**src/rtl/unified_mem_arbiter_pkg.sv**
```systemverilog
// Shared types and the I/D arbitration decision for the unified memory arbiter.
package unified_mem_arbiter_pkg;

  typedef enum logic [1:0] {IDLE, ISSUE, BUSY} arb_state_t;
  typedef enum logic {OWN_I, OWN_D} owner_t;

  // The data side wins unless a fetch is waiting and D has already used its streak.
  function automatic owner_t arb_pick(input logic i_req, input logic d_req,
                                      input logic streak_full);
    return (d_req && (!i_req || !streak_full)) ? OWN_D : OWN_I;
  endfunction

endpackage

```
**src/rtl/unified_mem_arbiter_timeout_ctr.sv**
```systemverilog
// Response watchdog: counts cycles spent waiting on memory, flags TIMEOUT-1 reached.
module arb_timeout_ctr #(
  parameter int TIMEOUT = 64
) (
  input  logic clk,
  input  logic reset,
  input  logic clear,
  input  logic enable,
  output logic expired
);

  localparam int CNT_W = (TIMEOUT > 1) ? $clog2(TIMEOUT) : 1;

  logic [CNT_W-1:0] count;

  always_ff @(posedge clk or negedge reset) begin
    if (!reset)
      count <= '0;
    else if (clear)
      count <= '0;
    else if (enable && !expired)
      count <= count + 1'b1;
  end

  assign expired = (count == CNT_W'(TIMEOUT - 1));

endmodule

```
**src/rtl/unified_mem_arbiter.sv**
```systemverilog
// Arbitrates IF and MEM accesses onto one single-ported memory, one transaction at a time.
module unified_mem_arbiter
  import unified_mem_arbiter_pkg::*;
#(
  parameter int ADDR_W       = 32,
  parameter int DATA_W       = 32,
  parameter int MAX_D_STREAK = 3,
  parameter int TIMEOUT      = 64
) (
  input  logic              clk,
  input  logic              reset,
  input  logic              i_req,
  input  logic [ADDR_W-1:0] i_addr,
  output logic              i_ready,
  output logic [DATA_W-1:0] i_rdata,
  input  logic              d_req,
  input  logic              d_we,
  input  logic [ADDR_W-1:0] d_addr,
  input  logic [DATA_W-1:0] d_wdata,
  output logic              d_ready,
  output logic [DATA_W-1:0] d_rdata,
  output logic              mem_valid,
  output logic              mem_we,
  output logic [ADDR_W-1:0] mem_addr,
  output logic [DATA_W-1:0] mem_wdata,
  input  logic              mem_resp_valid,
  input  logic [DATA_W-1:0] mem_rdata,
  output logic              timeout_err
);

  localparam int STREAK_W = (MAX_D_STREAK > 0) ? $clog2(MAX_D_STREAK + 1) : 1;

  arb_state_t          state;
  owner_t              owner;
  owner_t              pick;
  logic [STREAK_W-1:0] streak;
  logic [DATA_W-1:0]   i_rdata_q;
  logic [DATA_W-1:0]   d_rdata_q;
  logic [DATA_W-1:0]   resp_data;
  logic                expired;
  logic                done;

  function automatic logic [STREAK_W-1:0] streak_sat_inc(input logic [STREAK_W-1:0] s);
    return (s >= STREAK_W'(MAX_D_STREAK)) ? s : s + 1'b1;
  endfunction

  assign pick = arb_pick(i_req, d_req, streak >= STREAK_W'(MAX_D_STREAK));

  arb_timeout_ctr #(.TIMEOUT(TIMEOUT)) u_timeout (
    .clk     (clk),
    .reset   (reset),
    .clear   (state != BUSY),
    .enable  (state == BUSY),
    .expired (expired)
  );

  // Completion is combinational with the response so ready lands in the response cycle;
  // a timeout completes with zero data.
  assign done      = (state == BUSY) && (mem_resp_valid || expired);
  assign resp_data = mem_resp_valid ? mem_rdata : '0;
  assign i_ready   = done && (owner == OWN_I);
  assign d_ready   = done && (owner == OWN_D);
  assign i_rdata   = i_ready ? resp_data : i_rdata_q;
  assign d_rdata   = d_ready ? resp_data : d_rdata_q;

  always_ff @(posedge clk or negedge reset) begin
    if (!reset) begin
      state       <= IDLE;
      owner       <= OWN_I;
      streak      <= '0;
      mem_valid   <= 1'b0;
      mem_we      <= 1'b0;
      mem_addr    <= '0;
      mem_wdata   <= '0;
      i_rdata_q   <= '0;
      d_rdata_q   <= '0;
      timeout_err <= 1'b0;
    end else begin
      case (state)
        IDLE: begin
          if (!i_req || pick == OWN_I)
            streak <= '0;
          else
            streak <= streak_sat_inc(streak);
          if (i_req || d_req) begin
            owner     <= pick;
            mem_valid <= 1'b1;
            state     <= ISSUE;
            if (pick == OWN_D) begin
              mem_we    <= d_we;
              mem_addr  <= d_addr;
              mem_wdata <= d_wdata;
            end else begin
              mem_we    <= 1'b0;
              mem_addr  <= i_addr;
            end
          end
        end
        ISSUE: begin
          mem_valid <= 1'b0;
          state     <= BUSY;
        end
        BUSY: begin
          if (done) begin
            state <= IDLE;
            if (owner == OWN_I)
              i_rdata_q <= resp_data;
            else
              d_rdata_q <= resp_data;
            if (!mem_resp_valid)
              timeout_err <= 1'b1;
          end
        end
        default: state <= IDLE;
      endcase
    end
  end

endmodule

```
**config.mk**
```make
export PLATFORM = sky130hd
export DESIGN_NAME = unified_mem_arbiter
export DESIGN_NICKNAME = d
export VERILOG_FILES = /design/src/rtl/unified_mem_arbiter_pkg.sv /design/src/rtl/unified_mem_arbiter_timeout_ctr.sv /design/src/rtl/unified_mem_arbiter.sv
export SDC_FILE = /design/constraint.sdc
export NUM_CORES = 1
export LEC_CHECK = 0
export BUFFER_PORTS_ARGS = -buffer_cell sky130_fd_sc_hd__buf_4
export CAP_MARGIN = 30
export CORE_UTILIZATION = 54
export DETAILED_ROUTE_END_ITERATION = 10
export GPL_TIMING_DRIVEN = 0
export HOLD_SLACK_MARGIN = 0.08
export PLACE_DENSITY = 0.86
export SYNTH_ARGS = -nofsm -noshare
export SYNTH_HDL_FRONTEND = slang
export SYNTH_SLANG_ARGS = --single-unit
```
**constraint.sdc**
```tcl
create_clock -name clk -period 5.15 [get_ports clk]
set_input_delay 0.515 -clock clk [delete_from_list [all_inputs] [get_ports clk]]
set_output_delay 0.515 -clock clk [all_outputs]
set_load 0.05 [all_outputs]
```
# After elaboration in Yosys (flattened, before gate mapping)
# Index checks and enable logic that the tools add are counted.
[totals]
reg_bits = 142
in_bits = 134
[op_classes]
addsub = 2
n_lt_le_gt_ge = 1
n_eq_ne = 7
muxes = 15
bitwise_logic = 3
reduce_logical = 23
[op_table]
columns = ["op", "count"]
rows = [
  ["32-bit 2-to-1 mux", 4],
  ["6-bit 2-to-1 mux", 2],
  ["3-bit AND reduction", 4],
  ["2-bit 2-to-1 mux", 4],
  ["2-bit AND reduction", 4],
  ["6-bit by 1-bit adder with 6-bit output (second input constant)", 1],
  ["6-bit equality test (second input constant)", 1],
  ["2-bit != test (second input constant)", 3],
  ["2-bit one-hot mux with 3 select lines", 1],
  ["1-bit logical AND", 5],
  ["1-bit logical OR", 4],
  ["2-bit nonzero test", 2],
  ["1-bit logical NOT", 3],
  ["1-bit 2-to-1 mux", 3],
  ["1-bit inverter", 3],
  ["2-bit by 1-bit adder with 2-bit output (second input constant)", 1],
  ["2-bit by 1-bit equality test with 1-bit output (second input constant)", 1],
  ["2-bit equality test (second input constant)", 1],
  ["2-bit >= comparator (second input constant)", 1],
  ["2-bit logical NOT", 1],
  ["2-bit by 1-bit != test with 1-bit output (second input constant)", 1],
  ["1-bit one-hot mux with 2 select lines", 1],
]

# Logic depth before layout (Yosys ltp)
[logic_depth]
depth_word = 9
mapped_depth = 6
depth_no_buf = 4

# Hierarchy
# From an unflattened synthesis, not the netlist that was laid out.
[hier_totals]
cells_unflattened = 563
hier_area_um2 = 6966.7
[by_module_without_submodules]
columns = ["module", "n_inst", "cells_per_inst", "area_each_um2"]
rows = [
  ["unified_mem_arbiter", 1, 524, 6586.3],
  ["arb_timeout_ctr", 1, 39, 380.4],
]

# Worst setup path before layout
# Ideal clock, no wire load.
[synth_path]
kind = "register to output"
startpoint = "register u_timeout.count[0]"
endpoint = "output port d_ready"
arrival_ns = 2.186
required_ns = 4.635
path_slack_ns = 2.449
stages_incl_launch_ff = 6
path_cell_list = "dfrtp_1 > ha_1 > and3_1 > a21oi_2 > buf_2 > nor3_1"
[synth_between]
elab_chain_len = 4
[synth_lines]
columns = ["element", "line_no", "source"]
rows = [
  ["start, declared", "unified_mem_arbiter_timeout_ctr.sv:14", "logic [CNT_W-1:0] count;"],
  ["start signal, assigned", "unified_mem_arbiter_timeout_ctr.sv:22", "count <= count + 1'b1;"],
  ["6-bit equality test", "unified_mem_arbiter_timeout_ctr.sv:25", "assign expired = (count == CNT_W'(TIMEOUT - 1));"],
  ["1-bit logical OR", "unified_mem_arbiter.sv:59", "assign done = (state == BUSY) && (mem_resp_valid || expired);"],
  ["1-bit logical AND", "unified_mem_arbiter.sv:59", ""],
  ["1-bit logical AND", "unified_mem_arbiter.sv:62", "assign d_ready = done && (owner == OWN_D);"],
  ["end, declared", "unified_mem_arbiter.sv:20", "output logic d_ready,"],
]
# No other way between the ends.

# Worst setup path after layout
[layout_path]
startpoint = "register u_timeout.count[0]"
endpoint = "output port i_rdata[7]"
[layout_between]
elab_chain_len = 5
[layout_lines]
columns = ["element", "line_no", "source"]
rows = [
  ["6-bit equality test", "unified_mem_arbiter_timeout_ctr.sv:25", ""],
  ["1-bit logical OR", "unified_mem_arbiter.sv:59", ""],
  ["1-bit logical AND", "unified_mem_arbiter.sv:59", ""],
  ["1-bit logical AND", "unified_mem_arbiter.sv:61", "assign i_ready = done && (owner == OWN_I);"],
  ["32-bit 2-to-1 mux", "unified_mem_arbiter.sv:63", "assign i_rdata = i_ready ? resp_data : i_rdata_q;"],
  ["end, declared", "unified_mem_arbiter.sv:15", "output logic [DATA_W-1:0] i_rdata,"],
]
# No other way between the ends.

==> results.py <==
metrics = {
    "status": {
        "status": "finished clean",
    },
    "power_and_ir_drop": {
        "p_comb_share_pct": 54.8,
        "seq_power_share_pct": 26.5,
        "switching_share_pct": 44.75,
        "pwr_density_cell_nw_per_um2": 701.3,
        "switching_power_mw": 3.162,
        "clkPwrFrac_pct": 18.7,
        "p_int_mw": 3.904,
        "ir_drop_uv": 483.2,
        "cellLeakagePower_nw": 4.518,
    },
    "critical_path": {
        "rrSetupSlack_ps": 3220,
        "critPathKind": "register to output port",
        "r2r_end": "i_rdata_q[15]",
        "cp-end-kind": "output port",
        "worstRegToRegCells": 4,
        "worstPathArrival_ps": 2520,
        "cp-start-kind": "register",
        "reg2reg_from": "state[0]",
        "path_max_fanout": 10,
        "required_ps": 4640,
    },
    "logic_synthesis": {
        "syn-cell-area_um2": 7183,
        "syn_nets": 686,
        "synth.ff_latch_count": 142,
        "async_flop_share_pct": 100.0,
        "yosysWarnings": 0,
        "synth-edff-count": 0,
        "synth_cell_types": 38,
        "syn_inst": 550,
        "synth-main-ff-cell": "dfrtp_1",
        "avgSynthCellArea_um2": 13.06,
        "seq_area_frac_synth_pct": 49.47,
    },
    "timing": {
        "min_period_ps": 3040,
        "clock.fmax_ghz": 0.3290,
        "timing.final.crit_share_pct": 59.02,
        "slew_viol_final": 0,
        "worst_slew_pin_slew_ps": 611.8,
        "tns_ps": 0,
        "relSlewSlack_pct": 59.21,
        "hold_violations": 0,
        "setup_violations": 0,
        "fin_hold_ws_ps": 85.62,
        "finClkSkew_ps": 6.926,
        "grt_setup_unrepaired": "false",
    },
    "placed_design": {
        "port_buffers": 266,
        "dp_cells": 989,
        "dp_hpwl_um": 14170,
        "place.gp.congestion": 0.8274,
        "post_dp_cell_area_um2": 9427,
    },
    "floorplanning": {
        "fp.dieH_um": 117.3,
        "placeableCoreArea_um2": 12770,
        "io_pins": 267,
        "initial_core_util_pct": 56.23,
        "fp-row-count": 41,
        "die-area_um2": 13770,
        "die_w_um": 117.3,
    },
    "clock_tree": {
        "cts_tree": "yes",
        "worstSkewPairLatency_ps": 430,
        "clk_pin_slew_ps": 60,
        "cts_setup_buffers": 0,
        "cts.repair.resized": 0,
        "cts_root_buf": "clkbuf_16",
        "cts_buffer_depth": 2,
        "ctsHoldBuffers": 0,
        "cts_buffers": 17,
        "htree_levels": 4,
        "cts_num_sinks": 142,
    },
    "routing": {
        "first_pass_iters": 6,
        "drt_wl_total_um": 19430,
        "drc": 0,
        "vias": 5603,
        "avgViaCountPerCell": 5.488,
        "ant_nets": 0,
        "first_iter_violations": 261,
        "wl_per_cell_um": 19.03,
    },
    "finish": {
        "diodes": 0,
        "final_area_um2": 10070,
        "drive_above_1_share_pct": 58.19,
        "final_cells": 1021,
        "layout.nets": 972,
        "area_growth_pct": 40.25,
    },
    "global_routing": {
        "grt_pass1_wl_um": 31180,
        "grt_max_degree": 80,
        "grt_pass1_vias": 5999,
        "globalRouteOverflowTotal": 0,
        "antenna_found_initial": 0,
        "grt_usage_pct": 29.16,
    },
    "flow_run": {
        "cap_violations": 0,
    },
    "min_path": {
        "hold_path_class": "primary input to asynchronous set/reset pin",
    },
}
[power groups by stage]
stage	sequential, mW	combinational (mW)	clock, mW
floorplan	2.75	1.85	0
detailed placement	1.87	3.86	0
finish	1.87	3.87	1.32
global placement	1.84	3.78	0
global route	1.93	4.02	1.38
CTS	1.87	3.89	1.33
[Yosys cell counts, types with 2 or more instances]
library cell    n  area (µm²)
and2_1         32       200.2
mux2_2        130        1464
nor3_1          6       30.03
buf_2          15       75.07
buf_4           7       52.55
buf_6           7       78.83
a21o_1        128       960.9
inv_1           3       11.26
nand3_1         4       20.02
ha_1            2       25.02
mux2_4         30       450.4
clkbuf_1        6       22.52
a31oi_1         2       12.51
dfrtp_1       142        3553
o21ai_0         7       35.03
and3_1          2       12.51
nand2_1         5       18.77
a21oi_1         2       10.01
[metrics by stage]
stage | utilization, % | power [mW] | setup WS [ps]
after floorplan | - | 4.604 | 2449
final | 78.87 | 7.065 | 2110
after CTS | 78.87 | 7.090 | 2104
after global placement | 73.55 | 5.618 | 2667
after global routing | 78.87 | 7.328 | 1963
after detailed placement | 73.80 | 5.735 | 2581
[cell families after synthesis]
group	after synthesis	share of synthesized area [%]
AO/OA/AOI/OAI	147	15.12
AND/OR/NAND/NOR	60	5.017
multiplexers	160	26.65
adder cells (fa/ha/maj)	2	0.3483
buffers and inverters	39	3.397
flip-flops	142	49.47
[layer usage]
layer / part of all wire (%) / vias to the layer above / GRT usage [%] / routed length (µm)
met2: 52 / 206 / 51.26 / 10140
met3: 6.5 / 33 / 8.658 / 1263
met1: 39 / 2800 / 33.41 / 7573
li1: - / 2564 / - / -
met4: 2.3 / 0 / 10.63 / 446
met5: 0 / - / 0 / 0
[state kept, by name, indices dropped and copies added (netlist names)]
name / cells
d_rdata_q: 32
i_rdata_q: 32
mem_addr: 32
mem_valid: 1
mem_wdata: 32
mem_we: 1
owner: 1
state: 2
streak: 2
timeout_err: 1
u_timeout.count: 6
[final cells by class]
cell class | count | area, µm²
Fill cell | 801 | 2699
Inverter | 4 | 15.01
Clock inverter | 8 | 126.4
Sequential cell | 142 | 3553
Timing Repair Buffer | 267 | 2028
Tap cell | 172 | 215.2
Multi-Input combinational cell | 369 | 3386
Clock buffer | 24 | 521.8
Buffer | 35 | 229.0
[worst max-delay path by stage]
stage / endpoint / startpoint / slack [ps] / cells past startpoint
3_3_place_gp: i_rdata[8] / state[0] / 2670 / 5
5_1_grt: i_rdata[3] / u_timeout.count[0] / 1960 / 7
2_1_floorplan: d_ready / u_timeout.count[0] / 2450 / 5
3_5_place_dp: i_rdata[7] / u_timeout.count[0] / 2580 / 7
4_1_cts: i_rdata[7] / u_timeout.count[0] / 2100 / 7
6_report: i_rdata[7] / u_timeout.count[0] / 2110 / 7
[critical path, stage by stage, from the launching register on]
cell     delay, ps
dfrtp_1        420
ha_1           300
and3_1         230
a21oi_2        250
buf_2          240
buf_2          270
a21o_1         190
buf_4          200
[cells in the final DEF (no fill, tap or decap), types with 7 or more instances in the layout]
cell	count
buf_4	272
dfrtp_1	142
mux2_2	130
a21o_1	128
and2_1	32
mux2_4	30
clkbuf_16	17
buf_2	15
buf_6	8
o21ai_0	7
clkbuf_8	7
No activity file was read; power rests on OpenSTA's default activity.
